<file path="src/rtl/lstm_seq_ctrl.sv">
`default_nettype none
// ============================================================================
// Module   : lstm_seq_ctrl
// Brief    : Timestep sequencer placed directly upstream of lstm_cell. Accepts
//            x(t) as a valid/ready stream, drives the cell's acc_x/acc_h beats
//            with operands and weight index, supplies h(t-1) from a recurrent
//            buffer and c(t-1) from a state register, then captures c(t)/h(t)
//            after the cell pipeline settles and offers them on valid/ready.
// Options  : LSTM_STATE_CLAMP_EN - saturate captured c(t) to +/-4.0
// Revision : 1.0 - initial release
// ============================================================================
module lstm_seq_ctrl #(
    parameter int WIDTH    = 32,
    parameter int FRAC     = 24,
    parameter int NUM_X    = 4,
    parameter int NUM_H    = 1,
    parameter int SELF_IDX = 0,
    parameter int CELL_LAT = 3,
    parameter int AW       = 8,
    localparam int HAW     = (NUM_H > 1) ? $clog2(NUM_H) : 1
) (
    input  logic             clk,
    input  logic             rst,
    input  logic             i_x_valid,
    input  logic [WIDTH-1:0] i_x,
    output logic             o_x_ready,
    input  logic             i_clear,
    input  logic             i_h_wr,
    input  logic [HAW-1:0]   i_h_addr,
    input  logic [WIDTH-1:0] i_h_data,
    output logic             o_acc_x,
    output logic             o_acc_h,
    output logic [WIDTH-1:0] o_cell_x,
    output logic [WIDTH-1:0] o_cell_h,
    output logic [WIDTH-1:0] o_prev_state,
    output logic [AW-1:0]    o_w_addr,
    input  logic [WIDTH-1:0] i_cell_c,
    input  logic [WIDTH-1:0] i_cell_h,
    output logic             o_valid,
    input  logic             i_ready,
    output logic [WIDTH-1:0] o_h,
    output logic [WIDTH-1:0] o_c,
    output logic             o_busy
);

    // WAIT counter only needs to reach CELL_LAT-1 (CELL_LAT >= 1 assumed)
    localparam int LW = (CELL_LAT > 1) ? $clog2(CELL_LAT) : 1;

    typedef enum logic [2:0] {
        S_IDLE  = 3'd0,
        S_ACC_X = 3'd1,
        S_ACC_H = 3'd2,
        S_WAIT  = 3'd3,
        S_CAPT  = 3'd4,
        S_OUT   = 3'd5
    } state_t;

    state_t           r_state;
    logic [AW-1:0]    r_k;
    logic [LW-1:0]    r_lat;
    logic [WIDTH-1:0] r_cstate;
    logic [WIDTH-1:0] r_hbuf [NUM_H];
    logic [WIDTH-1:0] r_h;
    logic [WIDTH-1:0] r_c;
    logic             r_valid;

    logic [WIDTH-1:0] w_hsel;
    logic [WIDTH-1:0] w_c_cap;

    // Recurrent operand for the current ACC_H beat (mux over the h buffer)
    always_comb begin
        w_hsel = '0;
        for (int i = 0; i < NUM_H; i++) begin
            if (r_k == AW'(i)) begin
                w_hsel = r_hbuf[i];
            end
        end
    end

`ifdef LSTM_STATE_CLAMP_EN
    localparam logic signed [WIDTH-1:0] C_CLAMP_MAX = WIDTH'(64'sd4 <<< FRAC);
    localparam logic signed [WIDTH-1:0] C_CLAMP_MIN = -C_CLAMP_MAX;

    // Saturate the captured cell state to [-4.0, +4.0] to bound its growth
    always_comb begin
        if ($signed(i_cell_c) > C_CLAMP_MAX) begin
            w_c_cap = C_CLAMP_MAX;
        end else if ($signed(i_cell_c) < C_CLAMP_MIN) begin
            w_c_cap = C_CLAMP_MIN;
        end else begin
            w_c_cap = i_cell_c;
        end
    end
`else
    assign w_c_cap = i_cell_c;
`endif

    // Cell-facing strobes and operands follow state and beat counter directly
    assign o_x_ready    = (r_state == S_ACC_X);
    assign o_acc_x      = (r_state == S_ACC_X) && i_x_valid;
    assign o_acc_h      = (r_state == S_ACC_H);
    assign o_cell_x     = (r_state == S_ACC_X) ? i_x : '0;
    assign o_cell_h     = (r_state == S_ACC_H) ? w_hsel : '0;
    assign o_w_addr     = (r_state == S_ACC_X) ? r_k :
                          (r_state == S_ACC_H) ? (AW'(NUM_X) + r_k) : '0;
    assign o_prev_state = r_cstate;
    assign o_busy       = (r_state != S_IDLE);
    assign o_valid      = r_valid;
    assign o_h          = r_h;
    assign o_c          = r_c;

    // Timestep sequencer: accumulate x, accumulate h, wait out cell latency,
    // capture results, then hold them until the downstream handshake
    always_ff @(posedge clk) begin
        if (rst) begin
            r_state  <= S_IDLE;
            r_k      <= '0;
            r_lat    <= '0;
            r_cstate <= '0;
            r_h      <= '0;
            r_c      <= '0;
            r_valid  <= 1'b0;
        end else begin
            case (r_state)
                S_IDLE: begin
                    r_k   <= '0;
                    r_lat <= '0;
                    if (i_clear) begin
                        r_cstate <= '0;
                    end else if (i_x_valid) begin
                        r_state <= S_ACC_X;
                    end
                end
                S_ACC_X: begin
                    // k advances only on accepted beats; stalls hold it
                    if (i_x_valid) begin
                        if (r_k == AW'(NUM_X - 1)) begin
                            r_k     <= '0;
                            r_state <= S_ACC_H;
                        end else begin
                            r_k <= r_k + AW'(1);
                        end
                    end
                end
                S_ACC_H: begin
                    if (r_k == AW'(NUM_H - 1)) begin
                        r_k     <= '0;
                        r_lat   <= '0;
                        r_state <= S_WAIT;
                    end else begin
                        r_k <= r_k + AW'(1);
                    end
                end
                S_WAIT: begin
                    if (r_lat == LW'(CELL_LAT - 1)) begin
                        r_lat   <= '0;
                        r_state <= S_CAPT;
                    end else begin
                        r_lat <= r_lat + LW'(1);
                    end
                end
                S_CAPT: begin
                    r_c      <= w_c_cap;
                    r_h      <= i_cell_h;
                    r_cstate <= w_c_cap;
                    r_valid  <= 1'b1;
                    r_state  <= S_OUT;
                end
                S_OUT: begin
                    if (i_ready) begin
                        r_valid <= 1'b0;
                        r_state <= S_IDLE;
                    end
                end
                default: begin
                    r_state <= S_IDLE;
                end
            endcase
        end
    end

    // Recurrent h buffer: clear in IDLE, own h at capture, and an external
    // write applied last so it overrides the capture on an address clash
    always_ff @(posedge clk) begin
        if (rst) begin
            for (int i = 0; i < NUM_H; i++) begin
                r_hbuf[i] <= '0;
            end
        end else begin
            for (int i = 0; i < NUM_H; i++) begin
                if ((r_state == S_IDLE) && i_clear) begin
                    r_hbuf[i] <= '0;
                end
                if ((r_state == S_CAPT) && (i == SELF_IDX)) begin
                    r_hbuf[i] <= i_cell_h;
                end
                if (i_h_wr && (i_h_addr == HAW'(i))) begin
                    r_hbuf[i] <= i_h_data;
                end
            end
        end
    end

endmodule
`default_nettype wire

</file>
<file path="config.mk">
export PLATFORM = sky130hd
export DESIGN_NAME = lstm_seq_ctrl
export DESIGN_NICKNAME = d
export VERILOG_FILES = /design/src/rtl/lstm_seq_ctrl.sv
export SDC_FILE = /design/constraint.sdc
export NUM_CORES = 1
export LEC_CHECK = 0
export BUFFER_PORTS_ARGS = -buffer_cell sky130_fd_sc_hd__buf_2
export CORE_ASPECT_RATIO = 2
export CORE_MARGIN = 5
export CORE_UTILIZATION = 46
export CTS_BUF_LIST = sky130_fd_sc_hd__clkbuf_4 sky130_fd_sc_hd__clkbuf_8 sky130_fd_sc_hd__clkbuf_16
export CTS_CLUSTER_SIZE = 28
export DETAILED_ROUTE_END_ITERATION = 8
export PLACE_DENSITY = 0.86
export REMOVE_ABC_BUFFERS = 1
export SKIP_CTS_REPAIR_TIMING = 1
export SYNTH_ARGS = -nofsm -noshare
export SYNTH_HDL_FRONTEND = slang
export SYNTH_SLANG_ARGS = --single-unit
export TNS_END_PERCENT = 10
</file>
<file path="constraint.sdc">
create_clock -name clk -period 3 [get_ports clk]
set_input_delay 0.9 -clock clk [delete_from_list [all_inputs] [get_ports clk]]
set_output_delay 0.9 -clock clk [all_outputs]
set_load 0.01 [all_outputs]
</file>
==> out/qor.csv, run 1 <==
metric,value,unit
yosysSeqAreaShare,51.9,%
holdWs,0.452,ns
fin_tns_setup,0,ns
run_status,finished clean,
skew,0.0135,ns
post_synth.cell_area_avg,8.24,sq um
critPathCaptureType,output port,
viasPerCell,5.23,
grt_max_degree,106,
grt-ovfl-total,0,
fillers,1103,
clk_path_buf_depth,2,
syn_area,6100,sq um
worstMarginPinSlew,1.07,ns
cts_root_buf,clkbuf_16,
portBuffers,307,
fin_crit_sh,96.6,%
clk_pin_slew,0.06,ns
coreArea,13000,sq um
fp-row-count,59,
syn_inst,740,
drv_cap,0,
drt_iter0_drc,341,
vias,6234,
worstSetupStartpointType,flip-flop,
ys_warn_count,0,
finalHoldViolations,0,
drc_errors,0,
wl,19.9,mm
hp-class,flip-flop to flip-flop,
worstPathMaxFanout,32,
required,2.10,ns
synth_top_area_share,36.1,%
drive_above_1_share,36.3,%
cts-buffers-inserted,17,
ir_drop,525,uV
fmax,0.345,GHz
final_common_cell,buf_2,
h-tree-depth,4,
power.leakage,0.00383,uW
cts_sinks,142,
pwr_density_cell,667,nW/um^2
dieHeight,173,um
critPathKind,flip-flop to output port,
gp_congestion,0.915,
slew_headroom,28.9,%
grt_pass1_vias,6199,
grt_pass1_wl,31.0,mm
ys_types,49,
die_w,91.4,um
layout_min_cycle_time,2.90,ns
cts_tree,built,
start_util,46.9,%
syn_to_final_growth,36.7,%
antenna_found_initial,4,
total_power,5560,uW
yosys.area.top_type,dfxtp_1,
synth_edf_count,32,
grt_util_all_layers,24.2,%
io_pins,308,
fin_nets,1165,
ys.flop_type,dfxtp_1,
drtAntennaViolNets,0,
setup_violations,0,
dieArea,15800,sq um
reg2reg_slack,0.53,ns
final_cell_mix,"buf_2, nand2_1, a21oi_1, dfxtp_1, and2_1",
yosys-top-cells-area,"dfxtp_1, edfxtp_1, nand2_1",
wl_per_cell,16.7,um
report.final.slew_viol_count,0,
clk_latency,0.41,ns
first_pass_iters,4,
synthArstFlopShare,0,%
synth-seq-cells,142,
arrival,2.00,ns
dp_hpwl,14.8,mm
## per-layer routing
metal / vias up / track usage [%] / wire length [um]
li1: 3044 / - / -
met1: 2857 / 24.2 / 6740
met2: 275 / 44.5 / 10700
met3: 54 / 6.17 / 1570
met4: 4 / 12.4 / 820
met5: - / 0 / 25
## where the power goes
part           switching (uW)  internal, uW  total, uW
sequential               70.4          2120       2190
clock                     880          1100       1980
combinational             851           543       1390
total                    1800          3760       5560
## sequential cells by signal (all words and copies together) (netlist names)
| name | count |
|---|---|
| r_k | 8 |
| r_state | 3 |
| o_valid | 1 |
| o_prev_state | 32 |
| o_h | 32 |
| r_lat | 2 |
| r_hbuf | 32 |
| o_c | 32 |
## critical path, stage by stage (launching register included)
cell and delay, ns:
dfxtp_1 0.41, nor4_4 0.33, nand3_2 0.18, nor2_2 0.15
buf_8 0.21, and2_1 0.18, buf_2 0.14
## layout make-up
class                   count  area [sq um]  area share [%]
multi-input cells         530          2670            32.0
flip-flops and latches    142          3160            37.9
clock inverters            14           121            1.46
clock buffers              18           433            5.19
well taps                 152           190            2.28
diodes                      2          5.00          0.0600
inverters                  10          37.5           0.450
repair buffers            325          1720            20.6
## worst paths after layout
check              start      endpoint  cells past startpoint
setup / recovery  r_k[5]  o_cell_h[16]                      6
hold / removal    o_c[4]        o_c[4]                      2
setup reg to reg  r_k[2]        r_k[7]                      7
hold reg to reg   o_c[4]        o_c[4]                      2
## cells by family (layout without fill, tap and decap cells)
kind of cell    count (synthesis)  count (layout)  share of synthesized area [%]
buf+inv                        68             367                           4.82
fa+ha+maj                       4               4                          0.821
other cells                     0               2                              0
flops                         142             142                           51.9
simple gates                  352             352                           26.7
compound gates                173             173                           15.7
mux                             1               1                          0.185
## per-stage QoR
| stage | util, % | setup slack [ns] | cell area, sq um | cells |
|---|---|---|---|---|
| 2_1_floorplan | - | -0.669 | 5840 | 682 |
| 3_3_place_gp | 59.7 | 0.416 | 7760 | 1158 |
| 3_5_place_dp | 59.7 | 0.423 | 7760 | 1158 |
| 4_1_cts | 64.0 | -0.0238 | 8310 | 1190 |
| 5_1_grt | 64.2 | -0.00291 | 8340 | 1193 |
| 6_report | 64.2 | 0.101 | 8340 | 1193 |
## cells in the mapped netlist, types with 2 or more instances
master    number
o31ai_1        3
nand4_1        4
dfxtp_1      110
a31oi_1        2
inv_1          9
o22ai_1        3
and2_1        66
a21oi_1      138
nor2b_1        2
nor2_1        15
o21ai_0       11
nand2_1      206
buf_1          4
o2bb2a_1       3
buf_6          3
and3_2         2
buf_2          2
edfxtp_1      32
or4_1          2
ha_1           4
nor3_1         2
nand3_1       40
nand2b_1       5
clkbuf_1      47
Note: power is estimated with default switching activity, not from simulation.
==> inputs of run 2 (changes only) <==
Settings changed: BUFFER_PORTS_ARGS -buffer_cell sky130_fd_sc_hd__buf_2 to default, CORE_AREA from default to 5 5 118 120, CORE_ASPECT_RATIO 2 to default, CORE_MARGIN 5 to default, CORE_UTILIZATION 46 to default, DIE_AREA from default to 0 0 123 125, DONT_BUFFER_PORTS from default to 1, PLACE_DENSITY 0.86 to 0.68.
==> run 2 against run 1 <==
  * Combinational power is 30% lower
  * Largest power group unchanged
  * Register-to-register slack improved by 0.19 ns
  * Highest routed layer is now met4
  * Critical path type unchanged
  * Routed wire length fell by 15%
  * Fmax fell by 0.33%
  * Clock power grew 11%
  * Sequential cell count is the same
  * Global-route usage is 3.1 points lower
  * Clock-buffer cell count up 3
  * Utilization decreased by 11 points
  * First-iteration DRC count grew 4.1%
==> out/qor.csv, run 2 (synthesis gave the netlist of run 1 again) <==
metric,value,unit,change
pwr_density_cell,793,nW/um^2,+19%
coreArea,12900,sq um,-0.91%
slew_headroom,43.9,%,+15 points
wl,17.0,mm,-15%
holdWs,0.497,ns,+0.0454 ns
viasPerCell,5.62,,+7.6%
cts-buffers-inserted,17,,unchanged
worstSetupStartpointType,flip-flop,,
dieArea,15400,sq um,-2.7%
gp_congestion,0.839,,-8.3%
diodes,0,,-2
clk_path_buf_depth,2,,unchanged
hp-class,flip-flop to flip-flop,,
fin_nets,849,,-27%
finalHoldViolations,0,,unchanged
grt_pass1_wl,25.6,mm,-17%
clk_latency,0.41,ns,about the same
report.final.slew_viol_count,0,,unchanged
io_pins,308,,unchanged
syn_to_final_growth,11.8,%,
drv_cap,0,,unchanged
fin_crit_sh,97.0,%,+0.32 points
final_common_cell,nand2_1,,
critPathKind,flip-flop to output port,,
path_cells,or3b_4 > clkinvlp_4 > nand4_1 > o21ai_0 > buf_4,,
setup_violations,0,,unchanged
wl_per_cell,18.9,um,+13%
vias,5047,,-19%
fillers,1199,,+8.7%
layout_min_cycle_time,2.91,ns,+0.00950 ns
start_util,47.4,%,+0.43 points
skew,0.00615,ns,-0.00740 ns
ir_drop,342,uV,-35%
grt_util_all_layers,21.1,%,-3.1 points
fmax,0.344,GHz,-0.33%
worstMarginPinSlew,0.840,ns,-0.227 ns
h-tree-depth,4,,unchanged
power.leakage,0.00234,uW,-39%
run_status,finished clean,,
cts_tree,built,,
drt_iter0_drc,355,,+4.1%
die_w,123,um,+35%
cts_sinks,142,,unchanged
portBuffers,0,,-100%
dieHeight,125,um,-28%
cts_root_buf,clkbuf_16,,
first_pass_iters,5,,+1
fp-row-count,42,,-29%
grt_pass1_vias,4786,,-23%
worstPathMaxFanout,15,,-53%
drive_above_1_share,8.73,%,-28 points
required,2.10,ns,about the same
total_power,5410,uW,-2.7%
cpPeakStageDelay,0.48,ns,+0.07 ns
antenna_found_initial,0,,-4
slowest_stage,or3b_4,,
final_cell_mix,"nand2_1, a21oi_1, dfxtp_1, and2_1, nand3_1",,
dp_hpwl,11.8,mm,-21%
drtAntennaViolNets,0,,unchanged
grt-ovfl-total,0,,unchanged
drc_errors,0,,unchanged
arrival,2.01,ns,about the same
critPathCaptureType,output port,,
grt_max_degree,141,,+33%
clk_pin_slew,0.06,ns,about the same
[run 2: worst paths after layout]
path,start,to,slack [ns],cells after the start
max,r_state[2],o_w_addr[7],0.09,5
min,o_prev_state[10],o_prev_state[10],0.50,2
max reg2reg,r_k[2],r_k[7],0.72,7
min reg2reg,o_prev_state[10],o_prev_state[10],0.50,2
[run 2: per-layer routing]
metal | track usage [%] | part of all wire [%] | vias to the layer above | routed length [um]
li1 | - | - | 2418 | -
met1 | 25.7 | 38 | 2333 | 6450
met2 | 32.7 | 48 | 265 | 8120
met3 | 8.90 | 12 | 31 | 1950
met5 | 0 | 0 | - | 0
met4 | 8.79 | 2.7 | 0 | 463
[run 2: through the flow]
stage / area, sq um / TNS [ns] / std cells / utilization (%) / worst slack, ns
detailed placement: 6170 / 0 / 867 / 48.0 / 0.314
finish: 6820 / 0 / 898 / 53.0 / 0.0913
global route: 6820 / -0.00293 / 898 / 53.0 / -0.00268
floorplan: 5840 / -22.16 / 682 / - / -0.669
global placement: 6170 / 0 / 867 / 48.0 / 0.363
CTS: 6800 / -1.52 / 898 / 52.8 / -0.136
[run 2: cell type report]
cell class              instances  area (sq um)  area share (%)
flip-flops and latches        142          3170            46.5
well taps                     176           220            3.23
clock inverters                10           123            1.80
multi-input cells             530          2660            39.1
inverters                      10          41.3           0.605
clock buffers                  21           503            7.37
repair buffers                  9           100            1.47
[run 2: where the power goes]
part           internal [uW]  leakage [uW]  switching (uW)  total (uW)
registers               2120       0.00124             124        2250
clock network           1370      0.000312             813        2190
logic                    303      0.000783             671         974
total                   3800       0.00234            1610        5410
[run 2: worst max-delay path: cells and delay by family, from the launching register on]
| kind | cells | cell delay, ns |
|---|---|---|
| AND/OR/NAND/NOR | 2 | 0.59 |
| flip-flops | 1 | 0.40 |
| buffers and inverters | 2 | 0.37 |
| AO/OA/AOI/OAI | 1 | 0.24 |
